===== src/rtl/mips_pkg.sv =====
// Shared types and constants for the MIPS front end.
package mips_pkg;

  typedef enum logic [1:0] {
    S_IDLE,
    S_REQ,
    S_WAIT,
    S_HOLD
  } fetch_state_t;

  typedef enum logic [1:0] {
    FF_NONE     = 2'b00,
    FF_MISALIGN = 2'b01,
    FF_TIMEOUT  = 2'b10
  } fetch_fault_t;

  // sll $0,$0,0
  localparam logic [31:0] NOP_INSTR = 32'h0000_0000;

  function automatic logic is_word_aligned(input logic [1:0] lsb);
    return lsb == 2'b00;
  endfunction

endpackage


===== src/rtl/fetch_timeout_ctr.sv =====
// Cycle counter that flags when a memory wait has lasted TIMEOUT cycles.
module fetch_timeout_ctr #(
  parameter int unsigned TIMEOUT = 16
) (
  input  logic clk,
  input  logic rst,
  input  logic clear,
  input  logic enable,
  output logic expired
);

  localparam int unsigned CNT_W = $clog2(TIMEOUT + 1);

  logic [CNT_W-1:0] count_q;

  // Count enabled cycles, saturating at TIMEOUT.
  always_ff @(posedge clk) begin
    if (rst || clear) begin
      count_q <= '0;
    end else if (enable && (count_q != CNT_W'(TIMEOUT))) begin
      count_q <= count_q + CNT_W'(1);
    end
  end

  // High during the TIMEOUT-th enabled cycle, so the fault lands at its closing edge.
  assign expired = enable && (count_q == CNT_W'(TIMEOUT - 1));

endmodule


===== src/rtl/instr_fetch_unit.sv =====
// Fetch stage: issues word reads to instruction memory and hands the result to decode.
module instr_fetch_unit
  import mips_pkg::*;
#(
  parameter int unsigned        ADDR_W   = 32,
  parameter int unsigned        DATA_W   = 32,
  parameter int unsigned        TIMEOUT  = 16,
  parameter logic [DATA_W-1:0]  NOP_WORD = DATA_W'(NOP_INSTR)
) (
  input  logic              clk,
  input  logic              rst,
  input  logic [ADDR_W-1:0] pc_in,
  input  logic              flush,
  output logic              imem_req,
  output logic [ADDR_W-1:0] imem_addr,
  input  logic              imem_gnt,
  input  logic              imem_rvalid,
  input  logic [DATA_W-1:0] imem_rdata,
  output logic              instr_valid,
  output logic [DATA_W-1:0] instr_out,
  output logic [ADDR_W-1:0] instr_pc,
  input  logic              decode_ready,
  output logic [1:0]        fetch_fault,
  output logic              pc_en
);

  fetch_state_t      state_q, state_d;
  logic [ADDR_W-1:0] addr_q, addr_d;
  logic              issued_q, issued_d;
  logic              discard_q, discard_d;
  logic [DATA_W-1:0] out_q, out_d;
  logic [ADDR_W-1:0] pc_q, pc_d;
  fetch_fault_t      fault_q, fault_d;
  logic              expired;
  logic [ADDR_W-1:0] req_addr;
  logic              drop;

  fetch_timeout_ctr #(
    .TIMEOUT (TIMEOUT)
  ) u_timeout (
    .clk     (clk),
    .rst     (rst),
    .clear   (state_q != S_WAIT),
    .enable  (state_q == S_WAIT),
    .expired (expired)
  );

  // First request cycle uses the live PC; once issued the latched address is held until gnt.
  assign req_addr = issued_q ? addr_q : {pc_in[ADDR_W-1:2], 2'b00};
  assign drop     = discard_q | flush;

  // State register and held instruction.
  always_ff @(posedge clk) begin
    if (rst) begin
      state_q   <= S_IDLE;
      addr_q    <= '0;
      issued_q  <= 1'b0;
      discard_q <= 1'b0;
      out_q     <= '0;
      pc_q      <= '0;
      fault_q   <= FF_NONE;
    end else begin
      state_q   <= state_d;
      addr_q    <= addr_d;
      issued_q  <= issued_d;
      discard_q <= discard_d;
      out_q     <= out_d;
      pc_q      <= pc_d;
      fault_q   <= fault_d;
    end
  end

  // Next-state and handshake outputs.
  always_comb begin
    state_d     = state_q;
    addr_d      = addr_q;
    issued_d    = 1'b0;
    discard_d   = discard_q;
    out_d       = out_q;
    pc_d        = pc_q;
    fault_d     = fault_q;
    imem_req    = 1'b0;
    imem_addr   = addr_q;
    instr_valid = (state_q == S_HOLD);
    pc_en       = 1'b0;

    unique case (state_q)
      S_IDLE: begin
        state_d = S_REQ;
      end

      S_REQ: begin
        imem_addr = req_addr;
        if (!issued_q && !is_word_aligned(pc_in[1:0])) begin
          // A flush replaces the PC, so only raise the fault if none is pending.
          if (!flush) begin
            out_d   = NOP_WORD;
            pc_d    = pc_in;
            fault_d = FF_MISALIGN;
            state_d = S_HOLD;
          end
        end else begin
          imem_req = 1'b1;
          addr_d   = req_addr;
          if (imem_gnt) begin
            state_d   = S_WAIT;
            discard_d = flush;
          end else if (!flush) begin
            issued_d = 1'b1;
          end
        end
      end

      S_WAIT: begin
        if (imem_rvalid) begin
          if (drop) begin
            discard_d = 1'b0;
            state_d   = S_REQ;
          end else begin
            out_d   = imem_rdata;
            pc_d    = addr_q;
            fault_d = FF_NONE;
            state_d = S_HOLD;
          end
        end else if (expired) begin
          // A flushed fetch that times out has nothing worth reporting.
          if (drop) begin
            discard_d = 1'b0;
            state_d   = S_REQ;
          end else begin
            out_d   = NOP_WORD;
            pc_d    = addr_q;
            fault_d = FF_TIMEOUT;
            state_d = S_HOLD;
          end
        end else if (flush) begin
          discard_d = 1'b1;
        end
      end

      S_HOLD: begin
        if (flush) begin
          state_d = S_REQ;
        end else if (decode_ready) begin
          pc_en   = 1'b1;
          state_d = S_REQ;
        end
      end

      default: state_d = S_IDLE;
    endcase
  end

  assign instr_out   = out_q;
  assign instr_pc    = pc_q;
  assign fetch_fault = fault_q;

endmodule


===== config.mk =====
export PLATFORM = sky130hd
export DESIGN_NAME = instr_fetch_unit
export DESIGN_NICKNAME = d
export VERILOG_FILES = /design/src/rtl/mips_pkg.sv /design/src/rtl/fetch_timeout_ctr.sv /design/src/rtl/instr_fetch_unit.sv
export SDC_FILE = /design/constraint.sdc
export NUM_CORES = 1
export LEC_CHECK = 0
export CELL_PAD_IN_SITES_DETAIL_PLACEMENT = 0
export CELL_PAD_IN_SITES_GLOBAL_PLACEMENT = 1
export CORE_MARGIN = 10
export CORE_UTILIZATION = 33
export DETAILED_ROUTE_END_ITERATION = 10
export PLACE_DENSITY_LB_ADDON = 0.1
export SYNTH_ARGS = -nofsm -noshare
export SYNTH_HDL_FRONTEND = slang
export SYNTH_HIERARCHICAL = 1
export SYNTH_SLANG_ARGS = --single-unit

===== constraint.sdc =====
create_clock -name clk -period 2.74 [get_ports clk]
set_clock_uncertainty 0.2 [all_clocks]
set_input_delay 0.548 -clock clk [delete_from_list [all_inputs] [get_ports clk]]
set_output_delay 0.548 -clock clk [all_outputs]
set_load 0.01 [all_outputs]

==> Yosys cells after proc, flatten, opt, wreduce, memory -nomap -nowiden <==
Index checks and enable logic that the tools add are counted.
{ "word_totals": {"regBits": 107, "output_inout_bits": 101} }
{ "op_classes": {"add_sub_neg": 1, "n_eq_ne": 16, "n_mux": 44, "bitwise": 3, "n_reduce_logical": 15} }
{ "ops": {"columns": ["op", "count"], "rows": [
  ["$mux 32", 13],
  ["$pmux 32 s2", 2],
  ["$mux 2", 14],
  ["$mux 1", 12],
  ["$ne 2x2->1 const B", 6],
  ["$reduce_and 4->1", 3],
  ["$ne 3x3->1 const B", 3],
  ["$pmux 2 s4", 1],
  ["$add 5x1->5 const B", 1],
  ["$eq 5x4->1 const B", 1],
  ["$ne 5x5->1 const B", 1],
  ["$reduce_and 5->1", 1],
  ["$eq 2x2->1 const B", 2],
  ["$logic_not 2->1", 2],
  ["$ne 4x4->1 const B", 1],
  ["$pmux 2 s2", 1],
  ["$reduce_or 4->1", 1],
  ["$logic_and 1x1->1", 3],
  ["$ne 3x2->1 const B", 1],
  ["$eq 2x1->1 const B", 1],
  ["$logic_not 1->1", 2],
  ["$not 1->1", 2],
  ["$pmux 1 s2", 1],
  ["$reduce_and 2->1", 1],
  ["3 further kinds", 3]
]} }

==> Depth between registers and ports, before layout <==
Gate-level depths: netlist of the first run.
{ "logic_depth": {"word_depth": 5, "depth_mapped": 10, "ltp_nobuf": 8} }

==> Cells and area by module <==
Netlist of the first run, hierarchy kept.
{ "by_module_without_submodules": {"columns": ["mod", "instances", "cells_each", "area_each_um2"], "rows": [
  ["instr_fetch_unit", 1, 582, 4845.9],
  ["fetch_timeout_ctr", 1, 31, 286.5]
]} }

==> Worst setup path after synthesis of the first run <==
No wires, ideal clock.
{ "synth_timing": {"kind": "flip-flop to output port", "startpoint": "reg state_q[1]", "endpoint": "out imem_addr[10]", "arrival_ns": 1.351, "t_required_ns": 1.992, "slack_ns": 0.641, "path_stages_with_launch": 8, "path_cell_list": "dfxtp_1 > inv_1 > ha_1 > nand2b_1 > buf_2 > clkbuf_1 > nand2_1 > nand2_1"} }
{ "synth_between": {"elab_chain_cells": 2} }
{ "synth_lines": {"columns": ["element", "line", "rtl"], "rows": [
  ["start, declared", "instr_fetch_unit.sv:27", "fetch_state_t state_q, state_d;"],
  ["start signal, assigned", "instr_fetch_unit.sv:63", "state_q <= state_d;"],
  ["$eq 2x1->1", "instr_fetch_unit.sv:87", "unique case (state_q)"],
  ["$mux 32", "instr_fetch_unit.sv:87", null],
  ["end, declared", "instr_fetch_unit.sv:15", "output logic [ADDR_W-1:0] imem_addr,"]
]} }
Every way passes these cells.

==> Final worst setup path of the first run <==
{ "layout_timing": {"startpoint": "reg state_q[1]", "endpoint": "out imem_addr[25]"} }
The elaborated chain is that of the path after synthesis.

==> results of run 1 <==
## flip-flops by register name, indices dropped and copies added, names as in the netlist
name,cells
addr_q,32
state_q,2
fetch_fault,2
discard_q,1
instr_out,32
u_timeout/count_q,5
issued_q,1
instr_pc,32
## layer usage
metal	vias to the layer above	share of wire, %
met5	-	0
met4	0	0.91
met3	13	7.3
met2	130	48
met1	2304	44
li1	2416	-
## where the power goes
part / leakage [nW] / total, W / switching, W / internal (W)
logic: 1.72 / 0.00260 / 0.00146 / 0.00114
registers: 0.869 / 0.00186 / 0.000117 / 0.00175
clock network: 0.132 / 0.00120 / 0.000570 / 0.000633
total: 2.72 / 0.00566 / 0.00214 / 0.00352
## cell families after synthesis
kind of cell	count (synthesis)
adder cells (fa/ha/maj)	6
XOR/XNOR	2
flip-flops	107
AO/OA/AOI/OAI	140
multiplexers	35
AND/OR/NAND/NOR	259
buffers and inverters	64
## worst min-delay path, delay by kind of cell, from the launching register on
| family | cells | cell delay [ns] |
|---|---|---|
| compound gates | 1 | 0.05 |
| flops | 1 | 0.31 |
| simple gates | 1 | 0.06 |
## layout by cell type, fill, tap and decap left out, types with 2 or more instances in the layout
master / instances
nand2_1: 161
clkdlybuf4s50_1: 136
dfxtp_1: 106
a21oi_1: 63
nand2b_1: 35
mux2i_1: 35
nand4_1: 33
o21ai_0: 33
dlygate4sd2_1: 32
a211oi_2: 27
buf_4: 25
clkbuf_16: 9
inv_1: 8
nor2_1: 7
a211oi_1: 5
ha_1: 4
buf_12: 4
and2_1: 3
clkinv_2: 3
nor2_2: 2
o21ai_1: 2
nor3b_1: 2
nor3_1: 2
clkbuf_1: 2
buf_16: 2
xor2_1: 2
## cell type report
type                       instances  area, µm²  share of cell area [%]
inverter                           9       33.8                   0.460
sequential                       107       2140                    29.2
tap                              188        235                    3.20
multi-input combinational        442       2690                    36.7
timing repair buffer             200       1980                    26.9
clock buffer                      12        246                    3.36
clock inverter                     3       15.0                   0.204
## worst paths after layout
| check | startpoint | end | slack (ns) |
|---|---|---|---|
| setup / recovery | state_q[1]$_SDFFE_PP0P_ | imem_addr[25] | 0.18 |
| hold / removal | instr_out[5]$_SDFFE_PP0P_ | instr_out[5]$_SDFFE_PP0P_ | 0.27 |
| setup reg to reg | u_timeout/count_q[0]$_SDFFE_PP0P_ | instr_pc[31]$_SDFFE_PP0P_ | 0.40 |
| hold reg to reg | instr_out[5]$_SDFFE_PP0P_ | instr_out[5]$_SDFFE_PP0P_ | 0.27 |
## stage by stage
step / utilization, % / power, W / instances / hold WS (ns)
after detailed placement: 46.2 / 0.00443 / 942 / 0.262
after global routing: 48.3 / 0.00605 / 961 / 0.291
after CTS: 48.3 / 0.00576 / 961 / 0.273
after global placement: 46.2 / 0.00442 / 942 / 0.254
final: 48.3 / 0.00566 / 961 / 0.269
after floorplan: - / 0.00328 / 613 / 0.249
## repair_timing
item,in CTS,in global routing
cloned,2,0
endpoints found under the hold margin,0,0
setup buffers,2,0
pin swaps,0,1
resized for setup,40,1
hold buffers,0,0
endpoints found under the setup margin,32,1
==> summary.txt, run 1 <==
status - finished clean
vias per inst - 5.06
post-route ant nets - 0
Worst Path Buf+Inv - 4
Initial DRC Count - 261
Setup WS post-layout - 0.175 ns
total CTS buffers - 9
Post-Layout Inst Area - 0.00734 mm²
FFs w/ async S/R, synth - 0%
detailed placement HPWL - 12000 µm
DP Worst Slack - 0.0200 ns
Seq/Total Area, Yosys - 41.7%
worst-margin pin slew - 0.558 ns
mean post-synth cell area - 8.37 µm²
Post-Syn Area - 0.00513 mm²
Lkg Pwr - 2.72 nW
CP max FO - 16
CP most frequent cell - nand2_1
DR vias - 4863
post-synthesis compound-gate area fraction - 18.8%
Slew Viols, Final - 0
Die Wd - 145 µm
Max Clock Freq - 390 MHz
Root Driver - clkbuf_16
most common library cells after synthesis - nand2_1 (161), dfxtp_1 (107), a21oi_1 (63), nand2b_1 (36), mux2i_1 (35)
slowest stage cell, crit path - dfxtp_2
post-synthesis simple-gate area fraction - 24.1%
gr usage total - 17.0%
aggregate routed wire length - 17800 µm
H-tree Lvls - 3
gp weighted congestion - 0.782
routed length per instance - 18.5 µm
most common cell in the synthesized netlist - nand2_1
Post-synth EDFFs - 0
I/O pins - 171
layout cell share with drive strength beyond 1 - 11.5%
Placement Cell Area - 0.00702 mm²
first-pass GRT wire length - 27900 µm
Top FF cell, synth - dfxtp_1
GR Util met3 - 5.67%
multiplexer area fraction after synthesis - 6.83%
met1 global-route usage - 21.2%
Synth top area share - 41.7%
DRT Pass-1 Iters - 5
die height - 145 µm
layer with the highest usage - met2
Mapped Cells - 613
worst path arrival time - 1.82 ns
Synth Area in Adders - 1.46%
GR Util met2 - 28.0%
Synth area leader - dfxtp_1
critical-path cell list - inv_1 > ha_4 > nor2b_4 > buf_4 > buf_12 > nand2_1 > nand2_1 > dlygate4sd2_1
core footprint - 0.0152 mm²
crit end category - primary output
Mapped Nets - 689
Setup Viol. Count Final - 0
synth-to-layout area growth - 43.1%
CP required - 1.99 ns
Antenna Diode Count - 0
Initial Util - 33.8%
CTS Buffer Depth - 2
Core Rows - 45
depth of the worst hold-timing path - 2
slew margin rel. - 62.8%
Filler cells - 1482
setup_tns - 0 ns
Cell variety after synth - 47
Min Clock Period, post-route - 2.56 ns
VDD IR max - 0.000520 V
Fin. Hold Viols - 0
final net count - 845
maxcap violations - 0
xor/xnor share of the synthesized area - 0.341%
grt total ovfl - 0
WP depth - 8
largest net degree at the start of global routing - 43
Worst path max stage delay - 0.36 ns
initial antenna violation count - 0
clock-pin slew on the worst setup and hold paths - 0.07 ns
flops & latches, synth - 107
top cells by area, synth - dfxtp_1 (42%), nand2_1 (12%), mux2i_1 (6.8%)
Tcrit/Tclk final - 93.6%
HP Class - flop to flop
worst reg2reg path depth - 9
Post-route DRC - 0
Yosys Warn Count - 6
nature of the critical path startpoint - flop
power per cell area - 771 mW/mm²
CTS tree - built
critical path's top delay family - buffers and inverters
CTS Sinks - 107
vias in the first global route - 4991
DIE AREA - 0.0209 mm²
RSZ-0062 raised after global routing - no
later-pin clock latency in the skew report - 0.35 ns
PortBufs - 170
largest family of logic cells by synthesized area - simple AND/OR/NAND/NOR gates
critical path type - flop to primary output
No activity file was read; power rests on OpenSTA's default activity.
==> run 2, diff against run 1 <==
Settings changed: CORE_UTILIZATION 33 to 46, DONT_BUFFER_PORTS set to 1.
==> run 2 against run 1 <==
  * Critical path depth decreased by 2
  * Via count decreased by 16%
  * Clock-buffer cell count unchanged
  * Final area decreased by 28%
  * Sequential power increased by 6%
  * Hold slack got worse by 0.22 ns
  * Die area decreased by 25%
==> summary.txt, run 2 (synthesis results as in run 1) <==
Root Driver - clkbuf_8
most common cell after layout, fill and taps aside - nand2_1
CTS Sinks - 107 (unchanged)
HP Class - input pin to flop
Die Wd - 126 µm (-13%)
largest net degree at the start of global routing - 108 (+150%)
clock-pin slew on the worst setup and hold paths - 0.10 ns (+0.03 ns)
Slew Viols, Final - 0 (unchanged)
synth-to-layout area growth - 3.73%
PortBufs - 0 (-100%)
vias in the first global route - 3897 (-22%)
DR vias - 4105 (-16%)
Hold Crit Start - imem_gnt
most frequent cells in the layout - nand2_1 (161), dfxtp_1 (107), a21oi_1 (63)
DRT Pass-1 Iters - 4 (-1)
RSZ-0062 raised after global routing - yes
Tcrit/Tclk final - 94.1% (+0.51 points)
detailed placement HPWL - 9670 µm (-19%)
DIE AREA - 0.0158 mm² (-25%)
Min Clock Period, post-route - 2.58 ns (+0.0141 ns)
power per cell area - 853 mW/mm² (+11%)
Antenna Diode Count - 0 (unchanged)
initial antenna violation count - 0 (unchanged)
H-tree Lvls - 3 (unchanged)
maxcap violations - 0 (unchanged)
die height - 126 µm (-13%)
Initial Util - 47.1% (+13 points)
worst path arrival time - 1.83 ns (about the same)
Fin Hold WS - 0.0464 ns (-0.223 ns)
worst r2r src - u_timeout/count_q[1]$_SDFFE_PP0P_
CP max FO - 13 (-3)
Hold-fix buffers, CTS - 0 (unchanged)
VDD IR max - 0.000353 V (-32%)
vias per inst - 5.65 (+12%)
Post-route DRC - 0 (unchanged)
Core Rows - 38 (-16%)
gr usage total - 17.4% (+0.40 points)
aggregate routed wire length - 14600 µm (-18%)
Setup Viol. Count Final - 0 (unchanged)
core footprint - 0.0109 mm² (-28%)
Max Clock Freq - 388 MHz (-0.55%)
Lkg Pwr - 1.81 nW (-33%)
later-pin clock latency in the skew report - 0.36 ns (about the same)
Fin. Hold Viols - 0 (unchanged)
nature of the critical path startpoint - flop
slew margin rel. - 42.2% (-21 points)
final net count - 659 (-22%)
layout cell share with drive strength beyond 1 - 11.6% (+0.091 points)
crit end category - primary output
Setup crit start - state_q[1]$_SDFFE_PP0P_
first-pass GRT wire length - 22900 µm (-18%)
gp weighted congestion - 0.805 (+3.0%)
Power, Total - 0.00454 W (-20%)
critical path type - flop to primary output
grt total ovfl - 0 (unchanged)
Initial DRC Count - 291 (+11%)
CTS tree - built
post-route ant nets - 0 (unchanged)
worst-margin pin slew - 0.867 ns (+0.309 ns)
CTS Buffer Depth - 2 (unchanged)
I/O pins - 171 (unchanged)
CP required - 1.99 ns (about the same)
status - finished clean
total CTS buffers - 9 (unchanged)
routed length per instance - 20.1 µm (+8.7%)
==> run 2: cell count changes in the layout (fill, tap and decap cells not counted), sizes merged <==
cell | previous run | this run
dlygate4sd2 | 32 | 0
clkdlybuf4s50 | 136 | 0
clkinvlp | 0 | 1
dlymetal6s2s | 1 | 0
clkinv | 3 | 0
bufinv | 0 | 1
buf | 31 | 14
==> run 2: routing by layer <==
layer | share of wire (%) | track usage (%) | vias to the layer above
li1 | - | - | 2034
met1 | 42 | 21.5 | 1943
met2 | 49 | 28.1 | 120
met5 | 0 | 0 | -
met4 | 0.77 | 4.74 | 0
met3 | 8.4 | 6.29 | 8
==> run 2: critical path, cell delays in order (launching register included) <==
cell and delay, ns:
dfxtp_1 0.35, inv_1 0.06, ha_1 0.36, nor2b_4 0.27, buf_4 0.22, nand2_1 0.07, nand2_1 0.12
==> run 2: timing repair <==
item                                    in CTS  in global routing
setup buffers                                2                  0
gates resized for setup                      1                  2
endpoints found under the setup margin      24                  4
pin swaps                                    0                  1
==> run 2: path summary, 6_finish.rpt <==
| check | slack [ns] | cells after the start | end |
|---|---|---|---|
| worst max-delay path | 0.16 | 6 | imem_addr[16] |
| worst max register to register | 0.23 | 8 | instr_out[12]$_SDFFE_PP0P_ |
| worst min-delay path | 0.05 | 1 | issued_q$_SDFF_PP0_ |
| worst min register to register | 0.27 | 2 | addr_q[19]$_SDFFE_PP0P_ |
==> run 2: layout make-up <==
type	instances	area, µm²
sequential	107	2140
multi-input combinational	442	2670
clock buffer	12	145
timing repair buffer	14	118
fill	1053	5560
inverter	9	33.8
clock inverter	2	37.5
tap	140	175
==> run 2: report_power, final <==
group | internal, W | switching [W] | total, W | leakage (nW)
clock | 0.000440 | 0.000527 | 0.000967 | 0.0885
combinational | 0.000518 | 0.00109 | 0.00161 | 0.854
sequential | 0.00175 | 0.000221 | 0.00197 | 0.868
==> run 2: per-stage QoR <==
step	cells	cell area (µm²)	worst slack (ns)	utilization (%)	setup TNS [ns]
2_1_floorplan	613	5130	0.641	-	0
6_report	726	5320	0.161	48.9	0
3_3_place_gp	710	5120	0.231	47.0	0
5_1_grt	726	5320	-0.00299	48.9	-0.00448
4_1_cts	726	5320	0.152	48.9	0
3_5_place_dp	710	5120	0.189	47.0	0
